File: config.mk
export PLATFORM = sky130hd
export DESIGN_NAME = cdf_write_arbiter
export DESIGN_NICKNAME = d
export VERILOG_FILES = /design/src/rtl/cdf_write_arbiter.sv
export SDC_FILE = /design/constraint.sdc
export NUM_CORES = 1
export LEC_CHECK = 0
export CORE_AREA = 4 4 170 172
export CTS_BUF_LIST = sky130_fd_sc_hd__clkbuf_16
export DETAILED_ROUTE_END_ITERATION = 16
export DIE_AREA = 0 0 174 176
export GPL_TIMING_DRIVEN = 0
export PLACE_DENSITY = 0.62
export SKIP_CTS_REPAIR_TIMING = 1
export SYNTH_ARGS = -nofsm -noshare
export SYNTH_HDL_FRONTEND = slang
export SYNTH_SLANG_ARGS = --single-unit
File: constraint.sdc
create_clock -name clock -period 1.7 [get_ports clock]
set_clock_uncertainty 0.1 [all_clocks]
set_input_delay 0.34 -clock clock [delete_from_list [all_inputs] [get_ports clock]]
set_output_delay 0.34 -clock clock [all_outputs]
set_load 0.005 [all_outputs]
File: src/rtl/cdf_write_arbiter.sv
// rtl/cdf_write_arbiter.sv - round-robin packet arbiter for the shared memory write port
module cdf_write_arbiter #(
  parameter int NUM_REQ = 2,
  parameter int DATA_W  = 128,
  parameter int ADDR_W  = 16
) (
  input  logic                      clock,
  input  logic                      reset_n,
  input  logic [NUM_REQ-1:0]        req_valid,
  input  logic [NUM_REQ-1:0]        req_last,
  input  logic [NUM_REQ*DATA_W-1:0] req_data,
  input  logic [NUM_REQ*ADDR_W-1:0] req_addr,
  output logic [NUM_REQ-1:0]        req_ready,
  output logic [NUM_REQ-1:0]        req_done,
  input  logic                      mem_ready,
  output logic [DATA_W-1:0]         WriteBus,
  output logic [ADDR_W-1:0]         WriteAddress,
  output logic                      WriteEnable,
  output logic                      busy
);

  localparam int OW = (NUM_REQ > 2) ? 2 : 1;
  localparam int CW = OW + 1;
  typedef logic [OW-1:0] idx_t;
  typedef logic [CW-1:0] cand_t;
  localparam idx_t LAST_IDX = idx_t'(NUM_REQ - 1);
  localparam idx_t ONE_IDX  = idx_t'(1);

  typedef enum logic {IDLE = 1'b0, LOCKED = 1'b1} state_t;

  state_t state, state_nxt;
  idx_t   owner, owner_nxt;
  idx_t   rr_ptr, rr_ptr_nxt;
  idx_t   pick;
  idx_t   out_owner;
  cand_t  cand;
  logic   found;
  logic   out_free;
  logic   accept;
  logic   out_last;

  // Output slot can take a new beat when empty or draining this cycle
  assign out_free = !WriteEnable || mem_ready;
  assign accept   = (state == LOCKED) && out_free && req_valid[owner];
  assign busy     = (state != IDLE) || WriteEnable;

  // First valid requester at or after rr_ptr, wrapping around
  always_comb begin
    pick  = rr_ptr;
    found = 1'b0;
    cand  = '0;
    for (int k = 0; k < NUM_REQ; k++) begin
      cand = cand_t'(rr_ptr) + cand_t'(k);
      if (cand >= cand_t'(NUM_REQ)) cand = cand - cand_t'(NUM_REQ);
      if (!found && req_valid[cand]) begin
        pick  = cand[OW-1:0];
        found = 1'b1;
      end
    end
  end

  // Grant state register
  always_ff @(posedge clock) begin
    if (!reset_n) begin
      state  <= IDLE;
      owner  <= '0;
      rr_ptr <= '0;
    end else begin
      state  <= state_nxt;
      owner  <= owner_nxt;
      rr_ptr <= rr_ptr_nxt;
    end
  end

  // Grant a whole packet in IDLE; release the lock after its last beat is taken
  always_comb begin
    state_nxt  = state;
    owner_nxt  = owner;
    rr_ptr_nxt = rr_ptr;
    case (state)
      IDLE: begin
        if (|req_valid) begin
          state_nxt = LOCKED;
          owner_nxt = pick;
        end
      end
      LOCKED: begin
        if (accept && req_last[owner]) begin
          state_nxt  = IDLE;
          rr_ptr_nxt = (owner == LAST_IDX) ? '0 : owner + ONE_IDX;
        end
      end
      default: state_nxt = IDLE;
    endcase
  end

  // Only the locked owner sees ready, and only when the output slot is free
  always_comb begin
    req_ready = '0;
    if (state == LOCKED) req_ready[owner] = out_free;
  end

  // Write port register: hold on stall, load an accepted beat, else clear
  always_ff @(posedge clock) begin
    if (!reset_n) begin
      WriteEnable  <= 1'b0;
      WriteBus     <= '0;
      WriteAddress <= '0;
      out_last     <= 1'b0;
      out_owner    <= '0;
    end else if (WriteEnable && !mem_ready) begin
      WriteEnable  <= WriteEnable;
    end else if (accept) begin
      WriteEnable  <= 1'b1;
      WriteBus     <= req_data[owner*DATA_W +: DATA_W];
      WriteAddress <= req_addr[owner*ADDR_W +: ADDR_W];
      out_last     <= req_last[owner];
      out_owner    <= owner;
    end else begin
      WriteEnable  <= 1'b0;
      WriteBus     <= '0;
      WriteAddress <= '0;
    end
  end

  // Done pulse once memory consumes the final beat of a packet
  always_ff @(posedge clock) begin
    if (!reset_n) begin
      req_done <= '0;
    end else begin
      req_done <= '0;
      if (WriteEnable && mem_ready && out_last) req_done[out_owner] <= 1'b1;
    end
  end

endmodule

==> results of run 1 <==
-- critical path: cells and delay by family (launching register included) --
| family | cells | cell delay [ns] |
|---|---|---|
| buffers and inverters | 4 | 0.46 |
| flip-flops | 1 | 0.38 |
| AND/OR/NAND/NOR | 2 | 0.21 |
-- cell usage in the layout (no fill, tap or decap), types with 3 or more instances in the layout --
master | synthesis | routed
a21boi_0 | 145 | 95
a21boi_1 | 0 | 49
buf_12 | 0 | 7
buf_2 | 47 | 17
buf_4 | 11 | 25
buf_6 | 2 | 25
buf_8 | 0 | 8
bufinv_16 | 0 | 3
clkbuf_1 | 34 | 24
clkbuf_16 | 0 | 18
clkbuf_2 | 0 | 10
clkbuf_4 | 0 | 9
clkdlybuf4s50_1 | 0 | 292
clkinvlp_4 | 0 | 5
dfxtp_1 | 152 | 138
dfxtp_2 | 0 | 13
dlymetal6s2s_1 | 0 | 148
inv_1 | 3 | 6
inv_6 | 0 | 3
mux2_2 | 144 | 144
nand2_1 | 144 | 144
nand4_1 | 146 | 146
nor2_1 | 3 | 3
-- final cells by class --
cell class,instances,area (µm²),area share
Timing Repair Buffer,469,5026,0.3512
Inverter,3,11.26,0.0007869
Buffer,98,799.5,0.05587
Tap cell,346,432.9,0.03025
Clock inverter,15,176.4,0.01233
Multi-Input combinational cell,601,4377,0.3058
Sequential cell,152,3063,0.2140
Clock buffer,17,425.4,0.02973
-- metal layers --
| layer | routed length (µm) | vias to the layer above | share of wire |
|---|---|---|---|
| li1 | - | 4090 | - |
| met1 | 13390 | 3905 | 0.41 |
| met2 | 16910 | 297 | 0.51 |
| met3 | 2313 | 23 | 0.070 |
| met4 | 418 | 0 | 0.013 |
| met5 | 0 | - | 0 |
-- report_power, final --
group | total, mW | internal, mW | switching [mW]
clock network | 3.96 | 2.32 | 1.64
registers | 3.75 | 3.69 | 0.0643
logic | 2.30 | 1.42 | 0.879
total | 10.0 | 7.43 | 2.58
-- per-stage QoR --
| step | setup slack, ns | util | hold slack [ns] |
|---|---|---|---|
| after floorplan | 0.1299 | - | 0.3222 |
| after global placement | -1.162 | 0.4638 | 0.3472 |
| after detailed placement | -1.208 | 0.4638 | 0.3537 |
| after CTS | -1.614 | 0.4857 | 0.3621 |
| after global routing | -0.2495 | 0.5209 | 0.2292 |
| final | -0.2029 | 0.5209 | 0.2498 |
-- final timing paths --
kind / startpoint / end / slack, ns / depth (start not counted)
worst max register to register: owner / out_last / 0 / 5
worst min register to register: WriteBus[79] / WriteBus[79] / 0.35 / 2
worst min-delay path: mem_ready / req_done[0] / 0.25 / 3
worst max-delay path: WriteEnable / req_ready[1] / -0.20 / 6
-- sequential cells by signal, indices dropped and copies added (netlist names) --
name	cells
state	1
WriteBus	128
WriteAddress	16
req_done	2
owner	1
out_owner	1
out_last	1
WriteEnable	1
rr_ptr	1
-- cells by family (layout without fill, tap and decap cells) --
group,count (synthesis),in the layout,share of synthesized area
mux,146,146,0.2097
buf+inv,103,602,0.06371
flops,152,152,0.3864
simple gates,301,301,0.1930
compound gates,154,154,0.1471
==> flow_summary_export.csv, run 1 <==
group,metric,value,unit
run_status,outcome,"finished, violations left",
run_status,violations,"negative setup slack",
placement,dpl_cell_area,12740,µm²
routing,wl,33.03,mm
global_route,gr-total-overflow,0,
yosys,synth_area_leaders,"dfxtp_1, mux2_2, a21boi_0, nand4_1, nand2_1",
setup_path,cpPeakStageDelay,0.38,ns
yosys,synth-seq-area-share,0.3864,
yosys,synth_top_cell_by_area,"dfxtp_1",
finish,fillers,2561,
cts,clk_pin_slew,0.07,ns
floorplanning,start_util,0.2866,
cts,h-tree-depth,4,
routing,vias,8315,
placement,hpwl,25.51,mm
cts,cts_tree,"yes",
power_and_ir_drop,fin_total_pwr,10.02,mW
timing,rsz0062_at_grt,"yes",
setup_path,crit_type,"register to output pin",
yosys,ys_top_cells_by_count,"dfxtp_1, nand4_1, a21boi_0",
placement,gp_congestion,0.8010,
global_route,grt_pass1_vias,8257,
power_and_ir_drop,power_density,699.9,nW/µm²
global_route,use_met1,0.2343,
timing,finalHoldViolations,0,
timing,period_share,1.119,
placement,placedCellCount,1645,
timing,fin_crit,1.903,ns
cts,cts-root-buf,"clkbuf_16",
yosys,yosysWarnings,0,
routing,vias_per_cell,4.888,
routing,antenna_left,0,
yosys,synth_top_area_share,0.3864,
finish,drive_above_1_share,0.2207,
global_route,top_usage_layer,"met2",
floorplanning,die_area,30620,µm²
cts,cts_num_sinks,152,
global_route,use_met2,0.3697,
job,maxCapViolations,0,
routing,drtIter0Drc,551,
yosys,synthDistinctLibCells,28,
yosys,ys_ff_latch,152,
yosys,postSynth.asyncResetShare,0,
finish,design_area,14310,µm²
finish,nets,1637,
global_route,grt_pass1_wl,48.36,mm
cts,cts_buffers,17,
setup_path,cpMaxStageDelayCell,"dfxtp_4",
timing,final.setup.tns,-0.5429,ns
placement,io_buffer_count,443,
finish,area_growth,81.73,%
timing,drv_slew,0,
yosys,synth_edf_count,0,
yosys,synth_ff_type,"dfxtp_1",
global_route,track_usage,0.2007,
global_route,grt_max_degree,17,
setup_path,arrival,1.46,ns
setup_path,crit_path_end_kind,"output pin",
routing,drc,0,
setup_path,path_cells,"nand2b_4, buf_6, buf_8, buf_8, and3_4, buf_6",
setup_path,cp.required,1.26,ns
timing,max_freq,525.5,MHz
power_and_ir_drop,max-vdd-ir-drop,0.6450,mV
global_route,use_met3,0.05846,
yosys,syn_area,7875,µm²
floorplanning,die_h,176,µm
routing,wire_per_inst,19.42,µm
floorplanning,io_pins,445,
finish,antenna_cells,0,
global_route,antenna_found_initial,0,
hold_path,hold_class,"input pin to register",
yosys,syn_avg_cell_area,9.200,µm²
power_and_ir_drop,power_leakage,7.509,nW
setup_path,path_max_fanout,5,
timing,setup_ws,-0.2029,ns
yosys,syn-num-nets,1151,
finish,stdcell_count,1701,
timing,worst_pin_slew,0.5171,ns
floorplanning,core,27480,µm²
timing,setup-violations-final,3,
timing,slew_headroom,0.6553,
floorplanning,dieWidth,174,µm
routing,dr.pass1.iters,4,
floorplanning,rows,61,
cts,clock_latency,0.41,ns
setup_path,critPathLaunchType,"register",
yosys,yosysMostFrequentCell,"dfxtp_1",
cts,clk_path_buf_depth,2,
yosys,syn_inst,856,
(Power assumes the default switching activity.)
==> run 2: changes to the inputs <==
- CORE_AREA: 4 4 170 172 -> 5 5 171 173
- DIE_AREA: 0 0 174 176 -> 0 0 176 178
==> flow_summary_export.csv, run 2 (same netlist as run 1, synthesis figures left out) <==
group,metric,value,unit
timing,period_share,1.103,
finish,design_area,14110,µm²
floorplanning,die_h,178,µm
global_route,grt_max_degree,17,
timing,setup-violations-final,6,
power_and_ir_drop,max-vdd-ir-drop,0.6120,mV
timing,slew_headroom,0.4911,
finish,nets,1632,
timing,setup_ws,-0.1757,ns
routing,drc,0,
finish,antenna_cells,0,
finish,final_common_cell,"clkdlybuf4s50_1",
timing,worst_pin_slew,0.7633,ns
cts,cts-root-buf,"clkbuf_16",
placement,io_buffer_count,443,
routing,antenna_left,0,
setup_path,critPathBufInv,4,
timing,fin_crit,1.876,ns
cts,cts_buffers,17,
setup_path,path_cells,"nand2b_1, buf_6, buf_8, buf_8, and3_4, buf_6",
global_route,gr-total-overflow,0,
job,maxCapViolations,0,
placement,gp_congestion,0.8053,
setup_path,critPathLaunchType,"register",
floorplanning,dieWidth,176,µm
finish,stdcell_count,1696,
routing,wire_per_inst,19.63,µm
finish,area_growth,79.23,%
routing,vias_per_cell,4.898,
finish,largest_reg_flops,128,
placement,dp_slack,-1.134,ns
cts,cts_num_sinks,152,
power_and_ir_drop,p_switching,2.565,mW
power_and_ir_drop,clock_power_share,0.368,
setup_path,crit_type,"register to output pin",
power_and_ir_drop,power_density,673.6,nW/µm²
run_status,violations,"negative setup slack",
finish,fillers,2592,
setup_path,cpMaxStageDelayCell,"dfxtp_4",
cts,clk_path_buf_depth,2,
cts,clk_pin_slew,0.07,ns
finish,multi_input_area,4357,µm²
setup_path,path_max_fanout,5,
timing,finalHoldViolations,0,
placement,dpl_cell_area,12740,µm²
finish,ff_latch_area,3065,µm²
floorplanning,die_area,31330,µm²
setup_path,cp_top_family,"buffers and inverters",
finish,final_util,0.5137,
routing,drtIter0Drc,489,
cts,cts_tree,"yes",
power_and_ir_drop,switching_share,0.2698,
setup_path,crit_path_end_kind,"output pin",
floorplanning,start_util,0.2866,
setup_path,cp.required,1.26,ns
timing,rsz0062_at_grt,"yes",
power_and_ir_drop,p_seq_frac,0.395,
finish,reg_top3,"WriteBus: 128 flops, WriteAddress: 16 flops, req_done: 2 flops",
timing,hold_ws,0.2373,ns
placement,placedCellCount,1645,
floorplanning,io_pins,445,
finish,final_cell_mix,"clkdlybuf4s50_1, dlymetal6s2s_1, nand4_1",
finish,drive_above_1_share,0.2156,
global_route,track_usage,0.2000,
cts,h-tree-depth,4,
floorplanning,rows,61,
timing,drv_slew,0,
power_and_ir_drop,power_leakage,7.404,nW
finish,largest_register,"WriteBus",
cts,clock_latency,0.41,ns
hold_path,hold_class,"input pin to register",
routing,wl,33.29,mm
setup_path,cpPeakStageDelay,0.35,ns
global_route,grt_pass1_vias,8420,
power_and_ir_drop,power_frac_comb,0.237,
routing,dr.pass1.iters,4,
setup_path,arrival,1.44,ns
routing,vias,8307,
floorplanning,core,27480,µm²
global_route,antenna_found_initial,0,
run_status,outcome,"finished, violations left",
global_route,grt_pass1_wl,48.86,mm
timing,max_freq,533.1,MHz
placement,hpwl,26.06,mm
power_and_ir_drop,internal-power,6.943,mW
## run 2: cell count changes in the layout (fill, tap and decap cells not counted), moves of 2 or more
cell and change:
bufinv_16 -3, buf_4 +3, inv_1 -2, buf_8 -5
a21boi_0 +3, clkinvlp_4 +2, a21boi_1 -2
## run 2: path summary, 6_finish.rpt
kind                                   start            to  slack [ns]  cells after the start
worst max-delay path             WriteEnable  req_ready[1]       -0.18                      6
worst min-delay path               mem_ready   req_done[0]        0.24                      3
worst min register to register  WriteBus[43]  WriteBus[43]        0.35                      2
worst max register to register         owner        rr_ptr       -0.03                      6
## run 2: power by group through the flow
stage                     Sequential [mW]  Combinational [mW]  Clock (mW)
after detailed placement             3.84                2.14           0
after floorplan                      3.84               0.882           0
after CTS                            3.76                2.15        3.57
final                                3.75                2.25        3.50
after global placement               3.83                2.14           0
after global routing                 3.77                2.42        3.73
## run 2: worst register-to-register path: stages (launching register included)
cell and delay [ns]:
dfxtp_2 0.32, buf_6 0.10, buf_4 0.17, mux2_4 0.35
buf_12 0.16, and3_1 0.21, a32o_1 0.21
## run 2: routing by layer
layer  share of wire  wire length, µm  GRT usage
met5               0                0          0
met4           0.012              396    0.04971
met3           0.093             3095    0.07037
met2            0.51            16900     0.3598
met1            0.39            12910     0.2270
## run 2: stage by stage
step	setup TNS [ns]	total power, mW
6_report	-0.5367	9.508
5_1_grt	-2.795	9.919
4_1_cts	-40.58	9.475
3_5_place_dp	-79.48	5.972
3_3_place_gp	-77.05	5.968
2_1_floorplan	0	4.720
## run 2: cell type report
type | count | area share
clock inverter | 15 | 0.007358
buffer | 97 | 0.05328
clock buffer | 17 | 0.03014
timing repair buffer | 465 | 0.3519
tap | 346 | 0.03067
sequential | 152 | 0.2172
inverter | 3 | 0.0007978
multi-input combinational | 601 | 0.3087
